==> src/rtl/csa_pkg.sv <==
// Shared types and width helpers for the carry-save accumulator engine.
package csa_pkg;

    typedef enum logic [1:0] {IDLE, ACCUM, RESOLVE, DONE} state_t;

    function automatic int acc_w(input int bits, input int n_in, input int max_beats);
        return bits + $clog2(n_in) + $clog2(max_beats);
    endfunction

    function automatic int cpa_chunk(input int accW, input int stages);
        return (accW + stages - 1) / stages;
    endfunction

endpackage

==> src/rtl/csa_compress_tree.sv <==
// Combinational carry-save reducer: N+2 operands of width W down to a sum/carry pair.
module csa_compress_tree #(
    parameter int W = 14,
    parameter int N = 4
) (
    input  logic [(N+2)*W-1:0] ops_i,
    output logic [W-1:0]       sum_o,
    output logic [W-1:0]       carry_o
);

    // Each 3:2 layer folds one more operand into the running redundant pair.
    always_comb begin
        logic [W-1:0] s;
        logic [W-1:0] c;
        logic [W-1:0] x;
        logic [W-1:0] t;
        s = ops_i[0 +: W];
        c = ops_i[W +: W];
        x = '0;
        t = '0;
        for (int k = 2; k < N + 2; k++) begin
            x = ops_i[k*W +: W];
            t = s ^ c ^ x;
            c = ((s & c) | (s & x) | (c & x)) << 1;
            s = t;
        end
        sum_o   = s;
        carry_o = c;
    end

endmodule

==> src/rtl/csa_accum_engine.sv <==
// Multi-beat carry-save accumulator with a chunked, pipelined carry-propagate resolve
// and a valid/ready result port.
module csa_accum_engine
    import csa_pkg::*;
#(
    parameter int BITS       = 8,
    parameter int N_IN       = 4,
    parameter int MAX_BEATS  = 16,
    parameter int CPA_STAGES = 2,
    parameter bit SIGNED     = 1'b0,
    localparam int ACC_W     = acc_w(BITS, N_IN, MAX_BEATS),
    localparam int BEAT_W    = $clog2(MAX_BEATS) + 1
) (
    input  logic                 clk,
    input  logic                 reset_n,
    input  logic                 start,
    input  logic                 abort,
    input  logic                 in_valid,
    output logic                 in_ready,
    input  logic [N_IN*BITS-1:0] in_data,
    input  logic                 in_last,
    output logic                 out_valid,
    input  logic                 out_ready,
    output logic [ACC_W-1:0]     result,
    output logic [BEAT_W-1:0]    beats,
    output logic                 overflow,
    output logic                 busy
);

    localparam int CHUNK = cpa_chunk(ACC_W, CPA_STAGES);
    localparam int PAD_W = CHUNK * CPA_STAGES;
    localparam int STG_W = (CPA_STAGES > 1) ? $clog2(CPA_STAGES) : 1;
    localparam logic [STG_W-1:0]  LAST_STG = STG_W'(CPA_STAGES - 1);
    localparam logic [BEAT_W-1:0] MAX_CNT  = BEAT_W'(MAX_BEATS);

    state_t                    state_q;
    logic [ACC_W-1:0]          vs_q, vc_q, vs_d, vc_d;
    logic [(N_IN+2)*ACC_W-1:0] treeOps;
    logic [PAD_W-1:0]          cpa_q, cpa_d;
    logic                      carry_q;
    logic [STG_W-1:0]          stg_q;
    logic [CHUNK:0]            chunkSum;
    logic [ACC_W-1:0]          res_q;
    logic [BEAT_W-1:0]         beats_q;
    logic                      ovf_q;
    logic                      outValid_q;

    always_comb begin
        logic [BITS-1:0] opRaw;
        opRaw   = '0;
        treeOps = '0;
        treeOps[0 +: ACC_W]     = vs_q;
        treeOps[ACC_W +: ACC_W] = vc_q;
        for (int i = 0; i < N_IN; i++) begin
            opRaw = in_data[i*BITS +: BITS];
            treeOps[(i+2)*ACC_W +: ACC_W] = SIGNED ? {{(ACC_W-BITS){opRaw[BITS-1]}}, opRaw}
                                                   : {{(ACC_W-BITS){1'b0}}, opRaw};
        end
    end

    csa_compress_tree #(.W(ACC_W), .N(N_IN)) u_tree (
        .ops_i   (treeOps),
        .sum_o   (vs_d),
        .carry_o (vc_d)
    );

    // Chunk stg_q of vs+vc; the carry chain restarts at the LSB chunk.
    always_comb begin
        logic [PAD_W-1:0] vsPad, vcPad;
        logic [CHUNK-1:0] opA, opB;
        logic             cin;
        vsPad    = PAD_W'(vs_q);
        vcPad    = PAD_W'(vc_q);
        opA      = CHUNK'(vsPad >> (int'(stg_q) * CHUNK));
        opB      = CHUNK'(vcPad >> (int'(stg_q) * CHUNK));
        cin      = (stg_q == '0) ? 1'b0 : carry_q;
        chunkSum = {1'b0, opA} + {1'b0, opB} + {{CHUNK{1'b0}}, cin};
        cpa_d    = ((stg_q == '0) ? '0 : cpa_q) |
                   (PAD_W'(chunkSum[CHUNK-1:0]) << (int'(stg_q) * CHUNK));
    end

    always_ff @(posedge clk or negedge reset_n) begin
        if (!reset_n) begin
            state_q    <= IDLE;
            vs_q       <= '0;
            vc_q       <= '0;
            cpa_q      <= '0;
            carry_q    <= 1'b0;
            stg_q      <= '0;
            res_q      <= '0;
            beats_q    <= '0;
            ovf_q      <= 1'b0;
            outValid_q <= 1'b0;
        end else if (abort) begin
            state_q    <= IDLE;
            outValid_q <= 1'b0;
        end else begin
            case (state_q)
                IDLE: begin
                    if (start) begin
                        vs_q    <= '0;
                        vc_q    <= '0;
                        beats_q <= '0;
                        ovf_q   <= 1'b0;
                        stg_q   <= '0;
                        state_q <= ACCUM;
                    end
                end
                ACCUM: begin
                    if (in_valid) begin
                        vs_q <= vs_d;
                        vc_q <= vc_d;
                        if (beats_q != '1)
                            beats_q <= beats_q + 1'b1;
                        if (beats_q == MAX_CNT)
                            ovf_q <= 1'b1;
                        if (in_last) begin
                            stg_q   <= '0;
                            state_q <= RESOLVE;
                        end
                    end
                end
                RESOLVE: begin
                    cpa_q   <= cpa_d;
                    carry_q <= chunkSum[CHUNK];
                    if (stg_q == LAST_STG) begin
                        stg_q   <= '0;
                        state_q <= DONE;
                    end else begin
                        stg_q <= stg_q + 1'b1;
                    end
                end
                DONE: begin
                    // First DONE cycle loads the output register; afterwards wait for the handshake.
                    if (!outValid_q) begin
                        res_q      <= cpa_q[ACC_W-1:0];
                        outValid_q <= 1'b1;
                    end else if (out_ready) begin
                        outValid_q <= 1'b0;
                        state_q    <= IDLE;
                    end
                end
                default: state_q <= IDLE;
            endcase
        end
    end

    assign in_ready  = (state_q == ACCUM);
    assign busy      = (state_q != IDLE);
    assign out_valid = outValid_q;
    assign result    = res_q;
    assign beats     = beats_q;
    assign overflow  = ovf_q;

endmodule

==> config.mk <==
export PLATFORM = sky130hd
export DESIGN_NAME = csa_accum_engine
export DESIGN_NICKNAME = d
export VERILOG_FILES = /design/src/rtl/csa_pkg.sv /design/src/rtl/csa_compress_tree.sv /design/src/rtl/csa_accum_engine.sv
export SDC_FILE = /design/constraint.sdc
export NUM_CORES = 1
export LEC_CHECK = 0
export CAP_MARGIN = 20
export CORE_AREA = 2 2 128 80
export DETAILED_ROUTE_END_ITERATION = 7
export DIE_AREA = 0 0 130 82
export HOLD_SLACK_MARGIN = 0.03
export PLACE_DENSITY = 0.66
export REMOVE_ABC_BUFFERS = 1
export SKIP_LAST_GASP = 1
export SYNTH_ARGS = -nofsm -noshare
export SYNTH_HDL_FRONTEND = slang
export SYNTH_SLANG_ARGS = --single-unit
==> constraint.sdc <==
create_clock -name clk -period 4.91 [get_ports clk]
set_input_delay 0.982 -clock clk [delete_from_list [all_inputs] [get_ports clk]]
set_output_delay 0.982 -clock clk [all_outputs]
set_load 0.02 [all_outputs]
==> metrics.md, run 1 <==
| Metric | Value |
|---|---|
| Status | `finished, final reports clean` |
| Layout cell share with drive strength beyond 1 | `about 12%` |
| Worst setup path class | `input pin to register` |
| Setup Buffers After CTS | `0` |
| VDD IR max | `between 0.2 and 0.3 mV` |
| R2R depth | `8` |
| CP most frequent cell | `fa_1` |
| Leak Pwr | `between 2 and 2.5 nW` |
| Synth warn | `0` |
| Hold/Removal Path Class | `register to register` |
| Initial Util | `about 43%` |
| Synth Instances | `approximately 340` |
| R2R Setup Slk | `approximately 1.8 ns` |
| Non-Filler Instances | `542` |
| Iteration-0 DRC Markers | `~150` |
| Normalized max-slew margin | `30.6%` |
| Clock Skews | `0.00731 ns` |
| Required time worst endpoint | `5.13 ns` |
| CP cell instances | `clkdlybuf4s50_1, inv_1, fa_1, fa_1, inv_1, fa_1, fa_1, a22o_1` |
| RSZ-0062 raised after global routing | `no` |
| H-tree levels | `3` |
| Worst Path Arrival | `between 3 and 4 ns` |
| # resized after CTS | `0` |
| Largest delay share family, worst path | `adder cells` |
| Initial antenna violation count | `0` |
| Synth cell count leaders | `dfrtp_1 (66), ha_1 (37), fa_1 (30), mux2_2 (28), a22o_1 (26)` |
| Die X | `roughly 130 um` |
| Core ar. | `roughly 9600 sq um` |
| Hold Vio Cnt, Final | `0` |
| CTS root buf | `clkbuf_16` |
| Top cell type's share of synthesized area | `roughly two fifths` |
| Place WS | `1.05 ns` |
| Router iterations before antenna repair | `4` |
| Aggregate global routing overflow | `0` |
| Flops & latches, synth | `66` |
| Most frequent cell after synthesis | `dfrtp_1` |
| Post-Route Setup TNS | `0 ns` |
| DP HPWL | `between 6000 and 7000 um` |
| Syn Std Cell Area | `between 4000 and 5000 sq um` |
| Ys async rst share | `100%` |
| Top_reg_cell synth | `dfrtp_1` |
| Synth Area per Inst | `about 12 sq um` |
| Inserted Clock Buffers | `9` |
| Max incr delay on CP | `0.52 ns` |
| First-pass GRT wire length | `about 15000 um` |
| PD cells | `roughly 580 nW/um^2` |
| Setup crit start kind | `input pin` |
| Clock Pin Slew Worst Setup and Hold Paths | `roughly 0.050 ns` |
| Buffers & Inverters on Critical Path | `3` |
| Die area | `between 10000 and 15000 sq um` |
| GRT Overall Usage | `a little under a fifth` |
| Worst-Margin Slew | `between 1 and 1.5 ns` |
| Critical-path top delay cell | `fa_1` |
| CTS Sinks | `66` |
| Final Setup Violations | `0` |
| Io pins | `between 60 and 70` |
| Synth unique cells | `37` |
| I/O Buffers | `61` |
| Clock period minus worst slack | `3.48 ns` |
| Layout fillers | `around 840` |
| R2r startpoint | `stg_q` |
| Area delta synth->final | `25.1%` |
| Slew Limit Fails | `0` |
| Final ANT Viol Nets | `0` |
| Layout Nets | `509` |
| Yosys top cell by area | `dfrtp_1` |
| Clock Tree Buf Depth | `2` |
| Worst hold stages | `2` |
| Die Ht | `just over 80 um` |
| Drt wl/cell | `between 15 and 20 um` |
| DRT Wirelength | `8890 um` |
| Vias in the first global route | `between 2000 and 3000` |
| Worst setup EP type | `register` |
| Post-synth EDFFs | `0` |
| Final worst-path cycle share | `between 70% and 80%` |
| Worst setup slack after layout | `between 1 and 1.5 ns` |
| Avg Vias per Cell | `just over 5` |
| DR vias | `around 2800` |
| Placed Cells | `526` |
| Seq/Total Area, Yosys | `around two fifths` |
| Clock Latency Late Sink | `roughly 0.33 ns` |
| CTS tree | `built` |
| Antenna Cells | `0` |
| Largest net degree at the start of global routing | `42` |
| Max-Cap Viols | `0` |
| Crit. path cell count | `8` |
| Top cells by area, synth | `dfrtp_1 (40%), fa_1 (15%), ha_1 (11%), mux2_2 (7.7%), a22o_1 (5.6%)` |
| RePlAce Congestion | `a little under 0.8` |
| DRC viols | `0` |
| Worst-path fanout max | `1` |
| Maximum clock frequency | `approximately 290 MHz` |
| Row count | `28` |
| Cts hold-fix bufs | `0` |
## how the worst max path moves through the flow
stage                     from  endpoint
floorplan           in_data[7]   vs_q[7]
global placement    in_data[7]   vs_q[7]
detailed placement  in_data[7]   vs_q[7]
CTS                 in_data[7]   vs_q[7]
global route        in_data[7]   vs_q[7]
finish              in_data[7]   vs_q[7]
## layout by cell type (no fill, tap or decap), types with 2 or more instances in the layout
master / netlist / final
dfrtp_1: 66 / 66
clkdlybuf4s50_1: 0 / 60
ha_1: 37 / 37
fa_1: 30 / 30
mux2_2: 28 / 28
a22o_1: 26 / 26
inv_1: 22 / 22
nand2_1: 18 / 18
nor2_1: 18 / 18
o21ai_0: 13 / 13
a21oi_1: 9 / 9
clkbuf_16: 0 / 9
xnor2_1: 7 / 7
nand3_1: 7 / 7
mux2i_1: 6 / 6
nor3_1: 7 / 6
nor2b_1: 5 / 5
nand2b_1: 4 / 4
o21a_1: 4 / 4
or3_1: 3 / 3
a21o_1: 3 / 3
clkinv_2: 0 / 3
o31ai_1: 2 / 2
clkbuf_8: 0 / 2
## metrics by stage
step                power, W  cell area, sq um  hold WS [ns]  util (%)
floorplan            0.00190              4030         0.440         -
detailed placement   0.00238              4830         0.472      50.5
global route         0.00326              5110         0.505      53.4
finish               0.00295              5110         0.478      53.4
global placement     0.00231              4830         0.463      50.5
CTS                  0.00300              5100         0.486      53.3
## kinds of logic after synthesis
family / after synthesis / share of synthesized area (%)
flops: 66 / 40.4
fa+ha+maj: 67 / 26.0
mux: 34 / 9.19
compound gates: 63 / 11.1
buf+inv: 34 / 3.31
simple gates: 70 / 8.48
xor+xnor: 7 / 1.50
## where the power goes
part	total, W	leakage [nW]	switching [W]	internal (W)
logic	0.00151	1.39	0.000768	0.000743
clock network	0.000592	0.138	0.000229	0.000363
registers	0.000847	0.906	0.000156	0.000691
total	0.00295	2.43	0.00115	0.00180
## worst min-delay path, delay by kind of cell (launching register included)
family	cells	cell delay (ns)
simple gates	1	0.05
flops	1	0.34
compound gates	1	0.06
## per-layer routing
layer  vias up  track usage, %  part of all wire [%]
li1       1324               -                     -
met1      1382            26.9                    51
met2        66            26.8                    41
met3        13            6.97                   6.3
met4         0            6.34                   1.6
met5         -               0                     0
## final cells by class
class	count	area [sq um]	share of cell area [%]
clock buffer	12	256	5.02
multi-input combinational	241	2310	45.2
clock inverter	3	15.0	0.294
inverter	22	82.6	1.62
tap	135	169	3.31
sequential	66	1650	32.3
timing repair buffer	63	624	12.2
(Power assumes the default switching activity.)
==> run 2, diff against run 1 <==
==> constraint.sdc (replaced) <==
create_clock -name clk -period 3.6 [get_ports clk]
set_input_delay 0.72 -clock clk [delete_from_list [all_inputs] [get_ports clk]]
set_output_delay 0.72 -clock clk [all_outputs]
set_load 0.02 [all_outputs]
==> metrics.md, run 2 (synthesized netlist as in run 1, its figures left out) <==
| Metric | Value |
|---|---|
| R2R depth | `7 (-1)` |
| Inserted Clock Buffers | `9 (unchanged)` |
| CP most frequent cell | `fa_1` |
| Worst setup EP type | `register` |
| PD cells | `798 nW/um^2 (+38%)` |
| Die X | `130 um (unchanged)` |
| Row count | `28 (unchanged)` |
| Die Ht | `82 um (unchanged)` |
| Avg Vias per Cell | `5.06 (-1.5%)` |
| Cts hold-fix bufs | `0 (unchanged)` |
| Worst-Margin Slew | `0.841 ns (-0.200 ns)` |
| Leak Pwr | `2.46 nW (+1.2%)` |
| RSZ-0062 raised after global routing | `no` |
| Setup crit start kind | `input pin` |
| Required time worst endpoint | `3.83 ns (-1.30 ns)` |
| Aggregate global routing overflow | `0 (unchanged)` |
| DR vias | `2773 (-0.43%)` |
| DRC viols | `0 (unchanged)` |
| Worst setup path class | `input pin to register` |
| R2R Setup Slk | `0.81 ns (-0.96 ns)` |
| DRT Wirelength | `8620 um (-3.0%)` |
| Layout Nets | `514 (+0.98%)` |
| First-pass GRT wire length | `14800 um (-1.8%)` |
| Initial Util | `42.7% (unchanged)` |
| Clock Pin Slew Worst Setup and Hold Paths | `0.05 ns (about the same)` |
| Io pins | `62 (unchanged)` |
| R2r startpoint | `vs_q[7]` |
| H-tree levels | `3 (unchanged)` |
| Initial antenna violation count | `0 (unchanged)` |
| Hold Vio Cnt, Final | `0 (unchanged)` |
| Final Setup Violations | `0 (unchanged)` |
| Clock Skews | `0.00593 ns (-0.00138 ns)` |
| RePlAce Congestion | `0.793 (+0.63%)` |
| Vias in the first global route | `2924 (-0.85%)` |
| Final Cell Area | `5160 sq um (+1.1%)` |
| Drt wl/cell | `15.7 um (-4.0%)` |
| Maximum clock frequency | `312 MHz` |
| Antenna Cells | `0 (unchanged)` |
| Hold/Removal Path Class | `register to register` |
| Worst Path Arrival | `3.43 ns (-0.27 ns)` |
| Commonest non-fill, non-tap cells in the layout | `dfrtp_1 (66), clkdlybuf4s50_1 (60), ha_1 (37)` |
| CTS Sinks | `66 (unchanged)` |
| Layout cell share with drive strength beyond 1 | `12.3% (+0.80 points)` |
| Clock Latency Late Sink | `0.33 ns (about the same)` |
| Slew Limit Fails | `0 (unchanged)` |
| Clock Tree Buf Depth | `2 (unchanged)` |
| Die area | `10700 sq um (unchanged)` |
| CP cell instances | `clkdlybuf4s50_1, inv_1, fa_1, fa_1, inv_1, fa_1, fa_1, a22o_1` |
| GRT Overall Usage | `18.7% (-0.30 points)` |
| Largest net degree at the start of global routing | `67 (+60%)` |
| Max-Cap Viols | `0 (unchanged)` |
| Status | `finished, final reports clean` |
| Post-Route Setup TNS | `0 ns (unchanged)` |
| I/O Buffers | `61 (unchanged)` |
| Clock period minus worst slack | `3.21 ns` |
| VDD IR max | `0.327 mV (+12%)` |
| CTS root buf | `clkbuf_16` |
| Max incr delay on CP | `0.53 ns (about the same)` |
| Iteration-0 DRC Markers | `163 (+5.8%)` |
| Setup Buffers After CTS | `0 (unchanged)` |
| Cell Area, Placed | `4860 sq um (+0.80%)` |
| Setup crit end | `vs_q[7]` |
| Final worst-path cycle share | `between 80% and 90%` |
| Router iterations before antenna repair | `4 (unchanged)` |
| Area delta synth->final | `26.4%` |
| Worst hold stages | `2 (unchanged)` |
| Final ANT Viol Nets | `0 (unchanged)` |
| Critical-path top delay cell | `fa_1` |
| CTS tree | `built` |
| Most common cell after layout, fill and taps aside | `dfrtp_1` |
| DP HPWL | `6600 um (-0.75%)` |
| Layout fillers | `835 (-0.24%)` |
| RR Endpoint | `vs_q[7]` |
| Worst setup startpoint | `in_data[7]` |
| Worst-path fanout max | `1 (unchanged)` |
| Normalized max-slew margin | `44.0% (+13 points)` |
| Core ar. | `9560 sq um (unchanged)` |
| # resized after CTS | `0 (unchanged)` |
## run 2: cell types whose count changed in the layout (fill, tap and decap cells not counted), sizes merged
cell    change
buf         +5
clkbuf      +2
clkinv      -2
bufinv      +1
## run 2: final cells by class
cell class | count | area (sq um) | share of cell area (%)
sequential | 66 | 1650 | 32.0
clock inverter | 2 | 35.0 | 0.678
tap | 135 | 169 | 3.27
inverter | 22 | 82.6 | 1.60
timing repair buffer | 68 | 658 | 12.7
multi-input combinational | 241 | 2300 | 44.6
clock buffer | 14 | 264 | 5.11
## run 2: stage by stage
stage / utilization (%) / worst slack, ns / hold WS [ns] / std cells / power [W]
4_1_cts: 54.0 / 0.385 / 0.482 / 548 / 0.00419
6_report: 54.0 / 0.393 / 0.483 / 548 / 0.00412
2_1_floorplan: - / 0.549 / 0.424 / 329 / 0.00259
3_3_place_gp: 50.9 / 0.0605 / 0.461 / 532 / 0.00317
3_5_place_dp: 50.9 / 0.0250 / 0.469 / 532 / 0.00328
5_1_grt: 54.0 / 0.286 / 0.508 / 548 / 0.00454
## run 2: worst min path at each step
stage	startpoint	to	slack (ns)
after floorplan	reset_n	async pin	0.42
after global placement	register	register	0.46
after detailed placement	register	register	0.47
after CTS	register	register	0.48
after global routing	vs_q[13]	vs_q[13]	0.51
final	register	register	0.48
## run 2: report_power, final
part / internal, W / switching [W]
clock network: 0.000573 / 0.000308
logic: 0.00104 / 0.00107
registers: 0.000943 / 0.000184
## run 2: critical path: cells and delay by family
family                     cells  cell delay, ns
AOI/OAI and AO/OA              1            0.21
adders and majority gates      4            1.95
buffers and inverters          3            0.55
## run 2: routing by layer
metal | track usage, % | vias to the layer above | part of all wire [%]
met3 | 6.91 | 15 | 7.0
met2 | 25.7 | 63 | 40
li1 | - | 1331 | -
met1 | 27.1 | 1364 | 52
met5 | 0 | - | 0
met4 | 5.91 | 0 | 1.5
==> run 3, diff against run 2 <==
--- a/config.mk
+++ b/config.mk
@@ -5,13 +5,14 @@
 export SDC_FILE = /design/constraint.sdc
 export NUM_CORES = 1
 export LEC_CHECK = 0
-export CAP_MARGIN = 20
+export CAP_MARGIN = 40
 export CORE_AREA = 2 2 128 80
 export DETAILED_ROUTE_END_ITERATION = 7
 export DIE_AREA = 0 0 130 82
 export HOLD_SLACK_MARGIN = 0.03
 export PLACE_DENSITY = 0.66
 export REMOVE_ABC_BUFFERS = 1
+export SETUP_SLACK_MARGIN = 0.15
 export SKIP_LAST_GASP = 1
 export SYNTH_ARGS = -nofsm -noshare
 export SYNTH_HDL_FRONTEND = slang
==> metrics.md, run 3 (synthesized netlist as in run 1, its figures left out) <==
| Metric | Value |
|---|---|
| Cts hold-fix bufs | `0 (unchanged)` |
| Cell internal pwr | `0.00250 W (-2.1%)` |
| Clock period minus worst slack | `3.20 ns (-0.00903 ns)` |
| Clock Skews | `0.00885 ns (+0.00292 ns)` |
| Layout Nets | `515 (+0.19%)` |
| Normalized max-slew margin | `68.4% (+24 points)` |
| Io pins | `62 (unchanged)` |
| CTS tree | `built` |
| DRC viols | `0 (unchanged)` |
| VDD IR max | `0.440 mV (+34%)` |
| Psw | `0.00157 W (+0.16%)` |
| Post-Route Setup TNS | `0 ns (unchanged)` |
| PD cells | `786 nW/um^2 (-1.5%)` |
| Clock Latency Late Sink | `0.33 ns (about the same)` |
| Die Ht | `82 um (unchanged)` |
| Required time worst endpoint | `3.82 ns (about the same)` |
| Largest net degree at the start of global routing | `66 (-1.5%)` |
| Worst setup EP type | `register` |
| Core ar. | `9560 sq um (unchanged)` |
| Vias in the first global route | `2890 (-1.2%)` |
| Initial Util | `42.7% (unchanged)` |
| # resized after CTS | `0 (unchanged)` |
| Status | `finished, final reports clean` |
| Clock Pin Slew Worst Setup and Hold Paths | `0.05 ns (about the same)` |
| Setup Buffers After CTS | `0 (unchanged)` |
| Place WS | `0.0208 ns (-0.00427 ns)` |
| Max incr delay on CP | `0.52 ns (about the same)` |
| Most common cell after layout, fill and taps aside | `dfrtp_1` |
| Worst Path Arrival | `3.42 ns (about the same)` |
| RSZ-0062 raised after global routing | `no` |
| Drt wl/cell | `15.7 um (-0.41%)` |
| DP HPWL | `6560 um (-0.59%)` |
| Router iterations before antenna repair | `4 (unchanged)` |
| CP cell instances | `clkdlybuf4s50_1, inv_1, fa_1, fa_1, inv_1, fa_1, fa_1, a22o_1` |
| Antenna Cells | `0 (unchanged)` |
| Hold/Removal Path Class | `input pin to async pin` |
| Comb pwr share | `51.8% (+0.6 points)` |
| I/O Buffers | `61 (unchanged)` |
| Critical-path top delay cell | `fa_1` |
| Final ANT Viol Nets | `0 (unchanged)` |
| Worst-Margin Slew | `0.469 ns (-0.371 ns)` |
| Worst setup path class | `input pin to register` |
| First-pass GRT wire length | `14700 um (-0.70%)` |
| Layout cell share with drive strength beyond 1 | `12.8% (+0.45 points)` |
| Leak Pwr | `2.47 nW (+0.34%)` |
| Switch share | `38.6% (+0.54 points)` |
| Min Hold Slack | `0.258 ns (-0.225 ns)` |
| Iteration-0 DRC Markers | `201 (+23%)` |
| GRT Overall Usage | `18.4% (-0.25 points)` |
| DR vias | `2785 (+0.43%)` |
| Setup crit start kind | `input pin` |
| Die area | `10700 sq um (unchanged)` |
| Worst setup slack after layout | `0.402 ns (+0.00903 ns)` |
| Commonest non-fill, non-tap cells in the layout | `dfrtp_1 (66), clkdlybuf4s50_1 (60), ha_1 (37)` |
| Worst-path fanout max | `1 (unchanged)` |
| Die X | `130 um (unchanged)` |
| DRT Wirelength | `8600 um (-0.23%)` |
| Final worst-path cycle share | `88.8% (-0.25 points)` |
| Non-Filler Instances | `549 (+0.18%)` |
| Aggregate global routing overflow | `0 (unchanged)` |
| Clock power frac | `20.5% (-0.9 points)` |
| Final Setup Violations | `0 (unchanged)` |
| Clock Tree Buf Depth | `2 (unchanged)` |
| Maximum clock frequency | `313 MHz (+0.28%)` |
| Sequential power share | `27.8% (+0.4 points)` |
| CP most frequent cell | `fa_1` |
| CTS root buf | `clkbuf_16` |
| Slew Limit Fails | `0 (unchanged)` |
| Area delta synth->final | `26.7%` |
| Placed Cells | `533 (+0.19%)` |
| Max-Cap Viols | `0 (unchanged)` |
| RePlAce Congestion | `0.793 (unchanged)` |
| Initial antenna violation count | `0 (unchanged)` |
| Inserted Clock Buffers | `9 (unchanged)` |
| Avg Vias per Cell | `5.07 (+0.25%)` |
| Row count | `28 (unchanged)` |
| H-tree levels | `3 (unchanged)` |
| Hold Vio Cnt, Final | `0 (unchanged)` |
| CTS Sinks | `66 (unchanged)` |
==> run 3: cell count changes in the layout (fill, tap and decap cells not counted) <==
cell       previous run  this run
clkbuf_8              2         3
buf_16                0         1
bufinv_16             1         0
clkinv_2              1         2
clkbuf_1              3         2
==> run 3: layout make-up <==
class | instances | area (sq um)
Fill cell | 823 | 4390
Sequential cell | 66 | 1650
Multi-Input combinational cell | 241 | 2300
Clock inverter | 2 | 10.0
Clock buffer | 14 | 274
Tap cell | 135 | 169
Timing Repair Buffer | 69 | 686
Inverter | 22 | 82.6
==> run 3: worst paths after layout <==
| check | from | slack [ns] | cells after the start | endpoint |
|---|---|---|---|---|
| setup / recovery | in_data[7] | 0.40 | 8 | vs_q[7] |
| hold / removal | reset_n | 0.26 | 2 | vs_q[4] |
| setup reg to reg | vs_q[7] | 0.82 | 7 | vs_q[7] |
| hold reg to reg | register | 0.48 | 2 | register |
| max in group asynchronous | reset_n | 2.83 | 3 | vc_q[2] |
| min in group clk | register | 0.48 | 2 | register |
==> run 3: per-stage QoR <==
stage	area, sq um	utilization [%]	power [W]
after floorplan	4030	-	0.00259
after global placement	4860	50.9	0.00317
after detailed placement	4890	51.2	0.00329
after CTS	5180	54.1	0.00414
after global routing	5180	54.1	0.00449
final	5180	54.1	0.00407
==> run 3: layer usage <==
metal  GRT usage (%)  part of all wire [%]  routed length, um
met4            5.16                   1.1                 91
met5               0                     0                  0
met1            26.4                    51               4360
met3            7.17                   7.4                635
met2            25.9                    41               3520
==> run 3: worst max-delay path, delay by kind of cell <==
family	cells	cell delay [ns]
AOI/OAI and AO/OA	1	0.21
adders and majority gates	4	1.93
buffers and inverters	3	0.55
==> run 3: power by group through the flow <==
stage / Clock [W] / Combinational (W) / Sequential (W)
5_1_grt: 0.000883 / 0.00244 / 0.00116
3_5_place_dp: 0 / 0.00214 / 0.00114
3_3_place_gp: 0 / 0.00203 / 0.00114
6_report: 0.000832 / 0.00211 / 0.00113
2_1_floorplan: 0 / 0.00142 / 0.00116
4_1_cts: 0.000850 / 0.00215 / 0.00113
